**config.mk**
```make
export PLATFORM = sky130hd
export DESIGN_NAME = voq_rr_scheduler_flat
export DESIGN_NICKNAME = d
export VERILOG_FILES = /design/src/rtl/voq_rr_scheduler_if.sv /design/src/rtl/voq_rr_scheduler.sv /design/src/flat_wrapper.sv
export SDC_FILE = /design/constraint.sdc
export NUM_CORES = 1
export LEC_CHECK = 0
export CELL_PAD_IN_SITES_DETAIL_PLACEMENT = 1
export CELL_PAD_IN_SITES_GLOBAL_PLACEMENT = 1
export CORE_UTILIZATION = 37
export DETAILED_ROUTE_END_ITERATION = 8
export PLACE_DENSITY_LB_ADDON = 0.1
export SLEW_MARGIN = 25
export SYNTH_ARGS = -nofsm -noshare
export SYNTH_HDL_FRONTEND = slang
export SYNTH_SLANG_ARGS = --single-unit
```
**constraint.sdc**
```tcl
create_clock -name clk -period 3.5 [get_ports clk]
set_input_delay 0.7 -clock clk [delete_from_list [all_inputs] [get_ports clk]]
set_output_delay 0.7 -clock clk [all_outputs]
set_load 0.1 [all_outputs]
```
**src/rtl/voq_rr_scheduler_if.sv**
```systemverilog
// rtl/voq_rr_scheduler_if.sv - FIFO read port and output stage bundle for the VOQ scheduler
interface voq_rr_scheduler_if #(
    parameter int PORT_NUB = 4,
    parameter int DEPTH    = 100
);
    localparam int WIDTH_ADDR = $clog2(DEPTH);
    localparam int WIDTH_SEL  = $clog2(PORT_NUB);

    logic [PORT_NUB-1:0]   fifo_empty;
    logic [WIDTH_ADDR-1:0] fifo_rd_data;
    logic                  fifo_rd_en;
    logic [WIDTH_SEL-1:0]  fifo_rd_sel;
    logic                  out_valid;
    logic                  out_ready;
    logic [WIDTH_ADDR-1:0] out_addr;
    logic [WIDTH_SEL-1:0]  out_port;

    // scheduler side
    modport master (
        input  fifo_empty, fifo_rd_data, out_ready,
        output fifo_rd_en, fifo_rd_sel, out_valid, out_addr, out_port
    );

    // FIFO and consumer side
    modport slave (
        output fifo_empty, fifo_rd_data, out_ready,
        input  fifo_rd_en, fifo_rd_sel, out_valid, out_addr, out_port
    );
endinterface

```
**src/rtl/voq_rr_scheduler.sv**
```systemverilog
// rtl/voq_rr_scheduler.sv - round-robin burst read scheduler for the shared multi-channel address FIFO
module voq_rr_scheduler #(
    parameter int PORT_NUB  = 4,
    parameter int DEPTH     = 100,
    parameter int MAX_BURST = 4
) (
    input  logic                clk,
    input  logic                rst_n,
    input  logic                sched_en,
    input  logic [PORT_NUB-1:0] port_mask,
    voq_rr_scheduler_if.master  bus,
    output logic                busy
);
    localparam int WIDTH_ADDR  = $clog2(DEPTH);
    localparam int WIDTH_SEL   = $clog2(PORT_NUB);
    localparam int WIDTH_BURST = $clog2(MAX_BURST + 1);

    typedef enum logic {IDLE, SERVE} state_t;

    state_t                 state;
    logic [WIDTH_SEL-1:0]   rr_ptr;
    logic [WIDTH_SEL-1:0]   grant;
    logic [WIDTH_BURST-1:0] burst_cnt;
    logic                   valid_q;
    logic [WIDTH_ADDR-1:0]  addr_q;
    logic [WIDTH_SEL-1:0]   port_q;

    logic [PORT_NUB-1:0]    eligible;
    logic                   can_issue;
    logic                   arb_found;
    logic [WIDTH_SEL-1:0]   arb_sel;
    logic                   pop;
    logic [WIDTH_SEL-1:0]   rd_sel;

    // channel index after c, wrapping at PORT_NUB (which need not be a power of 2)
    function automatic logic [WIDTH_SEL-1:0] next_ch(input logic [WIDTH_SEL-1:0] c);
        return (c == WIDTH_SEL'(PORT_NUB - 1)) ? '0 : c + WIDTH_SEL'(1);
    endfunction

    assign eligible  = ~bus.fifo_empty & port_mask;
    assign can_issue = sched_en & (~valid_q | bus.out_ready);

    // first eligible channel scanning upward from rr_ptr; descending loop lets the nearest one win
    always_comb begin
        int idx;
        idx       = 0;
        arb_found = 1'b0;
        arb_sel   = '0;
        for (int k = PORT_NUB - 1; k >= 0; k--) begin
            idx = int'(rr_ptr) + k;
            if (idx >= PORT_NUB) begin
                idx = idx - PORT_NUB;
            end
            if (eligible[WIDTH_SEL'(idx)]) begin
                arb_found = 1'b1;
                arb_sel   = WIDTH_SEL'(idx);
            end
        end
    end

    // pop decision: arbitration result while idle, the granted channel while serving
    always_comb begin
        pop    = 1'b0;
        rd_sel = grant;
        if (state == IDLE) begin
            pop    = can_issue & arb_found;
            rd_sel = arb_sel;
        end else begin
            pop    = can_issue & eligible[grant];
        end
    end

    assign bus.fifo_rd_en  = pop & rst_n;
    assign bus.fifo_rd_sel = rd_sel;
    assign bus.out_valid   = valid_q;
    assign bus.out_addr    = addr_q;
    assign bus.out_port    = port_q;
    assign busy            = (state == SERVE) | valid_q;

    // grant FSM plus the registered output stage; a stalled entry blocks pops so it stays stable
    always_ff @(posedge clk or negedge rst_n) begin
        if (!rst_n) begin
            state     <= IDLE;
            rr_ptr    <= '0;
            grant     <= '0;
            burst_cnt <= '0;
            valid_q   <= 1'b0;
            addr_q    <= '0;
            port_q    <= '0;
        end else begin
            if (pop) begin
                valid_q <= 1'b1;
                addr_q  <= bus.fifo_rd_data;
                port_q  <= rd_sel;
            end else if (bus.out_ready) begin
                valid_q <= 1'b0;
            end

            case (state)
                IDLE: begin
                    if (pop) begin
                        grant     <= arb_sel;
                        burst_cnt <= WIDTH_BURST'(1);
                        if (MAX_BURST > 1) begin
                            state <= SERVE;
                        end else begin
                            rr_ptr <= next_ch(arb_sel);
                        end
                    end
                end
                SERVE: begin
                    if (pop) begin
                        burst_cnt <= burst_cnt + WIDTH_BURST'(1);
                        if ((burst_cnt + WIDTH_BURST'(1)) == WIDTH_BURST'(MAX_BURST)) begin
                            state  <= IDLE;
                            rr_ptr <= next_ch(grant);
                        end
                    end else if (!eligible[grant] || !sched_en) begin
                        state  <= IDLE;
                        rr_ptr <= next_ch(grant);
                    end
                end
                default: state <= IDLE;
            endcase
        end
    end
endmodule

```
**src/flat_wrapper.sv**
```systemverilog
// flat-port wrapper written by rule: the top's interface ports become plain ports
module voq_rr_scheduler_flat 
#(
    parameter int PORT_NUB  = 4,
    parameter int DEPTH     = 100,
    parameter int MAX_BURST = 4
)
  (clk, rst_n, sched_en, port_mask, busy, bus_fifo_empty, bus_fifo_rd_data, bus_out_ready, bus_fifo_rd_en, bus_fifo_rd_sel, bus_out_valid, bus_out_addr, bus_out_port);
  voq_rr_scheduler_if #(.PORT_NUB(PORT_NUB), .DEPTH(DEPTH)) bus_i ();
  input  logic clk;
  input  logic rst_n;
  input  logic sched_en;
  input  logic [PORT_NUB-1:0] port_mask;
  output logic busy;
  input wire logic [$bits(bus_i.fifo_empty)-1:0] bus_fifo_empty;
  input wire logic [$bits(bus_i.fifo_rd_data)-1:0] bus_fifo_rd_data;
  input wire logic [$bits(bus_i.out_ready)-1:0] bus_out_ready;
  output wire logic [$bits(bus_i.fifo_rd_en)-1:0] bus_fifo_rd_en;
  output wire logic [$bits(bus_i.fifo_rd_sel)-1:0] bus_fifo_rd_sel;
  output wire logic [$bits(bus_i.out_valid)-1:0] bus_out_valid;
  output wire logic [$bits(bus_i.out_addr)-1:0] bus_out_addr;
  output wire logic [$bits(bus_i.out_port)-1:0] bus_out_port;
  assign bus_i.fifo_empty = bus_fifo_empty;
  assign bus_i.fifo_rd_data = bus_fifo_rd_data;
  assign bus_i.out_ready = bus_out_ready;
  assign bus_fifo_rd_en = bus_i.fifo_rd_en;
  assign bus_fifo_rd_sel = bus_i.fifo_rd_sel;
  assign bus_out_valid = bus_i.out_valid;
  assign bus_out_addr = bus_i.out_addr;
  assign bus_out_port = bus_i.out_port;
  voq_rr_scheduler #(.PORT_NUB(PORT_NUB), .DEPTH(DEPTH), .MAX_BURST(MAX_BURST)) u_core (.clk(clk), .rst_n(rst_n), .sched_en(sched_en), .port_mask(port_mask), .bus(bus_i), .busy(busy));
endmodule
```
Yosys cells after proc, flatten, opt, wreduce, memory -nomap -nowiden
Cells that the tools add are included.
{"block": "totals", "in_bits": 19, "out_inout_bits": 14, "register_bits": 18, "elab_cells": 91}
{"block": "op_classes", "n_eq_ne": 6, "n_reduce_logical": 7, "add_sub_neg": 9, "n_mux": 43, "order_cmp": 9, "n_bitwise": 10}
{"op": "2-bit 2-to-1 mux", "n": 14}
{"op": "1-bit 2-to-1 mux", "n": 20}
{"op": "2-bit by 4-bit less-than comparator with 1-bit output (second input constant)", "n": 4}
{"op": "1-bit binary-select mux with 2-bit select", "n": 5}
{"op": "3-bit greater-or-equal comparator (second input constant)", "n": 3}
{"op": "2-bit by 1-bit subtractor with 2-bit output (second input constant)", "n": 4}
{"op": "2-bit by 2-bit adder with 3-bit output (second input constant)", "n": 2}
{"op": "3-bit 2-to-1 mux", "n": 2}
{"op": "3-bit inequality test (second input constant)", "n": 2}
{"op": "3-bit case mux with 2 select lines", "n": 1}
{"op": "1-bit bitwise AND", "n": 4}
{"op": "4-bit bitwise AND", "n": 1}
{"op": "4-bit inverter", "n": 1}
{"op": "2-bit AND reduction", "n": 2}
{"op": "2-bit by 1-bit adder with 3-bit output (second input constant)", "n": 1}
{"op": "3-bit by 1-bit adder with 3-bit output (second input constant)", "n": 1}
{"op": "3-bit == test (second input constant)", "n": 1}
{"op": "2-bit by 3-bit greater-or-equal comparator with 1-bit output (second input constant)", "n": 1}
{"op": "2-bit by 3-bit less-than comparator with 1-bit output (second input constant)", "n": 1}
{"op": "3-bit AND reduction", "n": 1}
{"op": "2-bit by 1-bit adder with 2-bit output (second input constant)", "n": 1}
{"op": "2-bit == test (second input constant)", "n": 1}
{"op": "1-bit zero test", "n": 2}
{"op": "2-bit by 1-bit inequality test with 1-bit output (second input constant)", "n": 1}
{"op": "6 further kinds", "n": 8}

Depth between registers and ports, before layout
Gate-level depths: netlist (run 1).
{"block": "logic_depth", "ltp_word": 14, "ltp_mapped": 6}

Least setup slack after synthesis (run 1)
Ideal clock, no wire load.
{"block": "synth_timing", "path_kind": "input-to-output", "start": "input bus_fifo_empty[0]", "end": "output bus_fifo_rd_sel[1]", "setup_slack_ps": -611, "path_stages": 4, "path_buffers": 0, "required_ps": 2800, "arrival_ps": 3411, "path_cell_list": "and3b_1 nor3b_1 nor2_1 o31ai_1"}
{"block": "synth_between", "elab_chain_len": 10, "word_cells_on_any_way": 19, "classes_between": "17 x mux; 2 x bitwise"}
{"item": "from (decl)", "line_no": "flat_wrapper.sv:15", "text": "input wire logic [$bits(bus_i.fifo_empty)-1:0] bus_fifo_empty;"}
{"item": "4-bit inverter (*)", "line_no": "voq_rr_scheduler.sv:40", "text": "assign eligible = ~bus.fifo_empty & port_mask;"}
{"item": "4-bit bitwise AND (*)", "line_no": "voq_rr_scheduler.sv:40"}
{"item": "1-bit binary-select mux with 2-bit select", "line_no": "voq_rr_scheduler.sv:54", "text": "if (eligible[WIDTH_SEL'(idx)]) begin"}
{"item": "1-bit 2-to-1 mux (implied by the code) (2 in series)", "line_no": "voq_rr_scheduler.sv:54"}
{"item": "2-bit 2-to-1 mux (3 in series)", "line_no": "voq_rr_scheduler.sv:54"}
{"item": "2-bit 2-to-1 mux (*)", "line_no": "voq_rr_scheduler.sv:54"}
{"item": "2-bit 2-to-1 mux (*)", "line_no": "voq_rr_scheduler.sv:65", "text": "if (state == IDLE) begin"}
{"item": "to (decl)", "line_no": "flat_wrapper.sv:19", "text": "output wire logic [$bits(bus_i.fifo_rd_sel)-1:0] bus_fifo_rd_sel;"}
Mark *: on every way between the ends. The rest lies on a longest branch, timed or not. The select of a mux whose other input is x is not followed.

Worst setup path after layout (run 1)
{"block": "layout_timing", "start": "input port_mask[3]", "end": "output bus_fifo_rd_en"}
{"block": "layout_between", "elab_chain_len": 11, "word_cells_on_any_way": 23, "classes_between": "19 x mux; 4 x bitwise"}
{"item": "from (decl)", "line_no": "flat_wrapper.sv:13", "text": "input logic [PORT_NUB-1:0] port_mask;"}
{"item": "4-bit bitwise AND (*)", "line_no": "voq_rr_scheduler.sv:40"}
{"item": "1-bit binary-select mux with 2-bit select", "line_no": "voq_rr_scheduler.sv:54"}
{"item": "1-bit 2-to-1 mux (implied by the code) (2 in series)", "line_no": "voq_rr_scheduler.sv:54"}
{"item": "1-bit 2-to-1 mux (4 in series)", "line_no": "voq_rr_scheduler.sv:54"}
{"item": "1-bit bitwise AND", "line_no": "voq_rr_scheduler.sv:66", "text": "pop = can_issue & arb_found;"}
{"item": "1-bit 2-to-1 mux (*)", "line_no": "voq_rr_scheduler.sv:65"}
{"item": "1-bit bitwise AND (*)", "line_no": "voq_rr_scheduler.sv:73", "text": "assign bus.fifo_rd_en = pop & rst_n;"}
{"item": "to (decl)", "line_no": "flat_wrapper.sv:18", "text": "output wire logic [$bits(bus_i.fifo_rd_en)-1:0] bus_fifo_rd_en;"}
Marks and branches as above.

==> results of run 1 <==
-- path summary, 6_finish.rpt --
| kind | from | end | cells after the start |
|---|---|---|---|
| setup / recovery | port_mask[3] | bus_fifo_rd_en | 6 |
| hold / removal | u_core.bus.out_addr[2] | u_core.bus.out_addr[2] | 1 |
| setup reg to reg | u_core.grant[0] | u_core.bus.out_addr[6] | 5 |
| hold reg to reg | u_core.bus.out_addr[2] | u_core.bus.out_addr[2] | 1 |
| max in group asynchronous | rst_n | u_core.bus.out_port[0] | 2 |
| min in group asynchronous | rst_n | u_core.burst_cnt[2] | 2 |
-- state kept, by name, summed over array words and instances, names as in the netlist --
| register | cells |
|---|---|
| u_core.bus.out_addr | 7 |
| u_core.bus.out_port | 2 |
| u_core.bus.out_valid | 1 |
| u_core.burst_cnt | 3 |
| u_core.state | 1 |
| u_core.grant | 2 |
| u_core.rr_ptr | 2 |
-- power breakdown --
group / leakage, nW / internal, mW / switching, mW
combinational: 0.378 / 0.233 / 0.539
sequential: 0.218 / 0.286 / 0.0717
clock: 0.0210 / 0.0633 / 0.0677
-- final cells by class --
cell class,instances,area (sq um)
Timing Repair Buffer,34,363
Fill cell,277,1080
Inverter,2,7.51
Tap cell,30,37.5
Multi-Input combinational cell,63,522
Sequential cell,18,450
Clock buffer,4,36.3
-- synthesized netlist by cell type, types with 2 or more instances --
master	n	area (sq um)
mux2_1	12	135
nand2b_1	2	12.5
nand3_1	3	15.0
dfrtp_1	18	450
nor2_1	6	22.5
o21ai_0	4	20.0
nand2b_4	4	55.1
clkbuf_1	2	7.51
ha_1	3	37.5
nand2_1	8	30.0
-- routing by layer --
metal  vias to the layer above  track usage  routed length (microns)
met5                         -            0                        0
met2                         9        0.313                     1230
met1                       394        0.203                      947
li1                        373            -                        -
met4                         0       0.0658                       13
met3                         2       0.0254                       56
-- critical path, cell delays in order --
cell and delay [ns]:
clkdlybuf4s50_1 0.52, nand2b_4 0.07, mux4_2 0.51, a21o_1 0.22
nor2_2 0.13, buf_12 0.19
-- logic make-up after synthesis --
logic type / after synthesis
AO/OA/AOI/OAI: 15
XOR/XNOR: 1
adder cells (fa/ha/maj): 3
buffers and inverters: 5
flip-flops: 18
multiplexers: 15
AND/OR/NAND/NOR: 29
-- stage by stage --
| stage | cells | hold WS [ns] | instance area, sq um | total power, mW | util |
|---|---|---|---|---|---|
| floorplan | 86 | 0.404 | 998 | 0.927 | - |
| global placement | 147 | 0.474 | 1380 | 1.12 | 0.552 |
| detailed placement | 147 | 0.480 | 1380 | 1.14 | 0.552 |
| CTS | 151 | 0.504 | 1420 | 1.27 | 0.567 |
| global route | 151 | 0.518 | 1420 | 1.33 | 0.567 |
| finish | 151 | 0.495 | 1420 | 1.26 | 0.567 |
==> metrics.yaml, run 1 <==
run_status:
  status: "finished, final reports clean"
sta:
  fin_crit_ns: 3.04
  fmax_ghz: 0.329
  finalSetupTns_ns: 0
  finClkSkew_ns: 0.0135
  hold_viol: 0
  slew_headroom: 0.347
  grt_setup_unrepaired: "no"
  final.period_utilization: 0.869
  tightest_slew_ns: 0.976
  setup_viol: 0
  setup_slack_ns: 0.460
  maxSlewViolCount: 0
clock_tree:
  ctsResizeCount: 0
  cts_inserted_buffers: 3
  clkTransAtPathRegs_ns: 0.10
  htreeDepth: 1
  clk_path_buf_depth: 2
  cts_root_buf: "clkbuf_4"
  clkLatencyLatePin_ns: 0.30
  cts_setup_buffers: 0
  ctsHoldBuffers: 0
  clock-sinks: 18
  cts_tree: "yes"
layout:
  drive_above_1_share: 0.182
  diodes: 0
  layout_commonest_cell: "clkdlybuf4s50_1"
  syn2layout_area_growth_pct: 42.9
  fin_nets: 144
  mostFrequentLayoutCells: "clkdlybuf4s50_1, dfrtp_1, mux2_1, nand2_1, nor2_1"
synthesis:
  synth_top_family_by_area: "simple AND/OR/NAND/NOR gates"
  ys_warn_count: 0
  synth_seq_area_share: 0.455
  syn-num-nets: 108
  synth_seq_cells: 18
  synth_simple_gate_area_share: 0.183
  syn_area_per_cell_sq_um: 11.5
  synth-edff-count: 0
  synthAdderAreaFrac: 0.0379
  synth_compound_area_frac: 0.109
  synthXorXnorAreaFrac: 0.00884
  synthFlopType: "dfrtp_1"
  syn_area_sq_um: 991
  syn_inst: 86
  synthMuxAreaShare: 0.181
  synth.distinct_cells: 34
  async_reset_ff_frac: 1.00
floorplan:
  num_rows: 18
  dieArea_sq_um: 2890
  initial_utilization: 0.396
  core_sq_um: 2500
  pin_count: 33
  die_h_microns: 53.8
  die-width_microns: 53.8
grt:
  grt_pass1_wl_mm: 3.49
  grt_max_degree: 19
  gr-total-overflow: 0
  grt_usage: 0.173
  antenna_found_initial: 0
  first_global_vias: 789
critical_path:
  cp_data_required_time_ns: 2.80
  arrival_ns: 2.34
  end_kind: "output pin"
  reg2reg_setup_slack_ns: 1.55
  critical_path.max_fanout: 5
  critPathLaunchType: "input port"
  path_class: "input port to output pin"
drt:
  drtAntennaViolNets: 0
  wl_mm: 2.25
  drt_iter0_drc: 1
  via_count: 778
  vias_per_cell: 5.15
  drcViolationCount: 0
  dr.pass1.iters: 4
  drt-wirelength-per-cell_microns: 14.9
power:
  power.density_nw_per_um2: 890
  peakVddDrop_mv: 0.751
  p_leak_nw: 0.617
place:
  dp_slack_ns: 0.446
  hpwl_mm: 1.83
  port_buffers: 32
  globalplace.congestion: 0.773
hold_path:
  hp-class: "register to register"
flow_run:
  maxCapViolCount: 0
Note: power is estimated with default switching activity, not from simulation.
==> inputs of run 2 (changes only) <==
--- a/config.mk
+++ b/config.mk
@@ -10,6 +10,7 @@
 export CORE_UTILIZATION = 37
 export DETAILED_ROUTE_END_ITERATION = 8
 export PLACE_DENSITY_LB_ADDON = 0.1
+export SKIP_CTS_REPAIR_TIMING = 1
 export SLEW_MARGIN = 25
 export SYNTH_ARGS = -nofsm -noshare
 export SYNTH_HDL_FRONTEND = slang
==> results of run 2 <==
Final layout, timing and power as in run 1 (identical DEF).
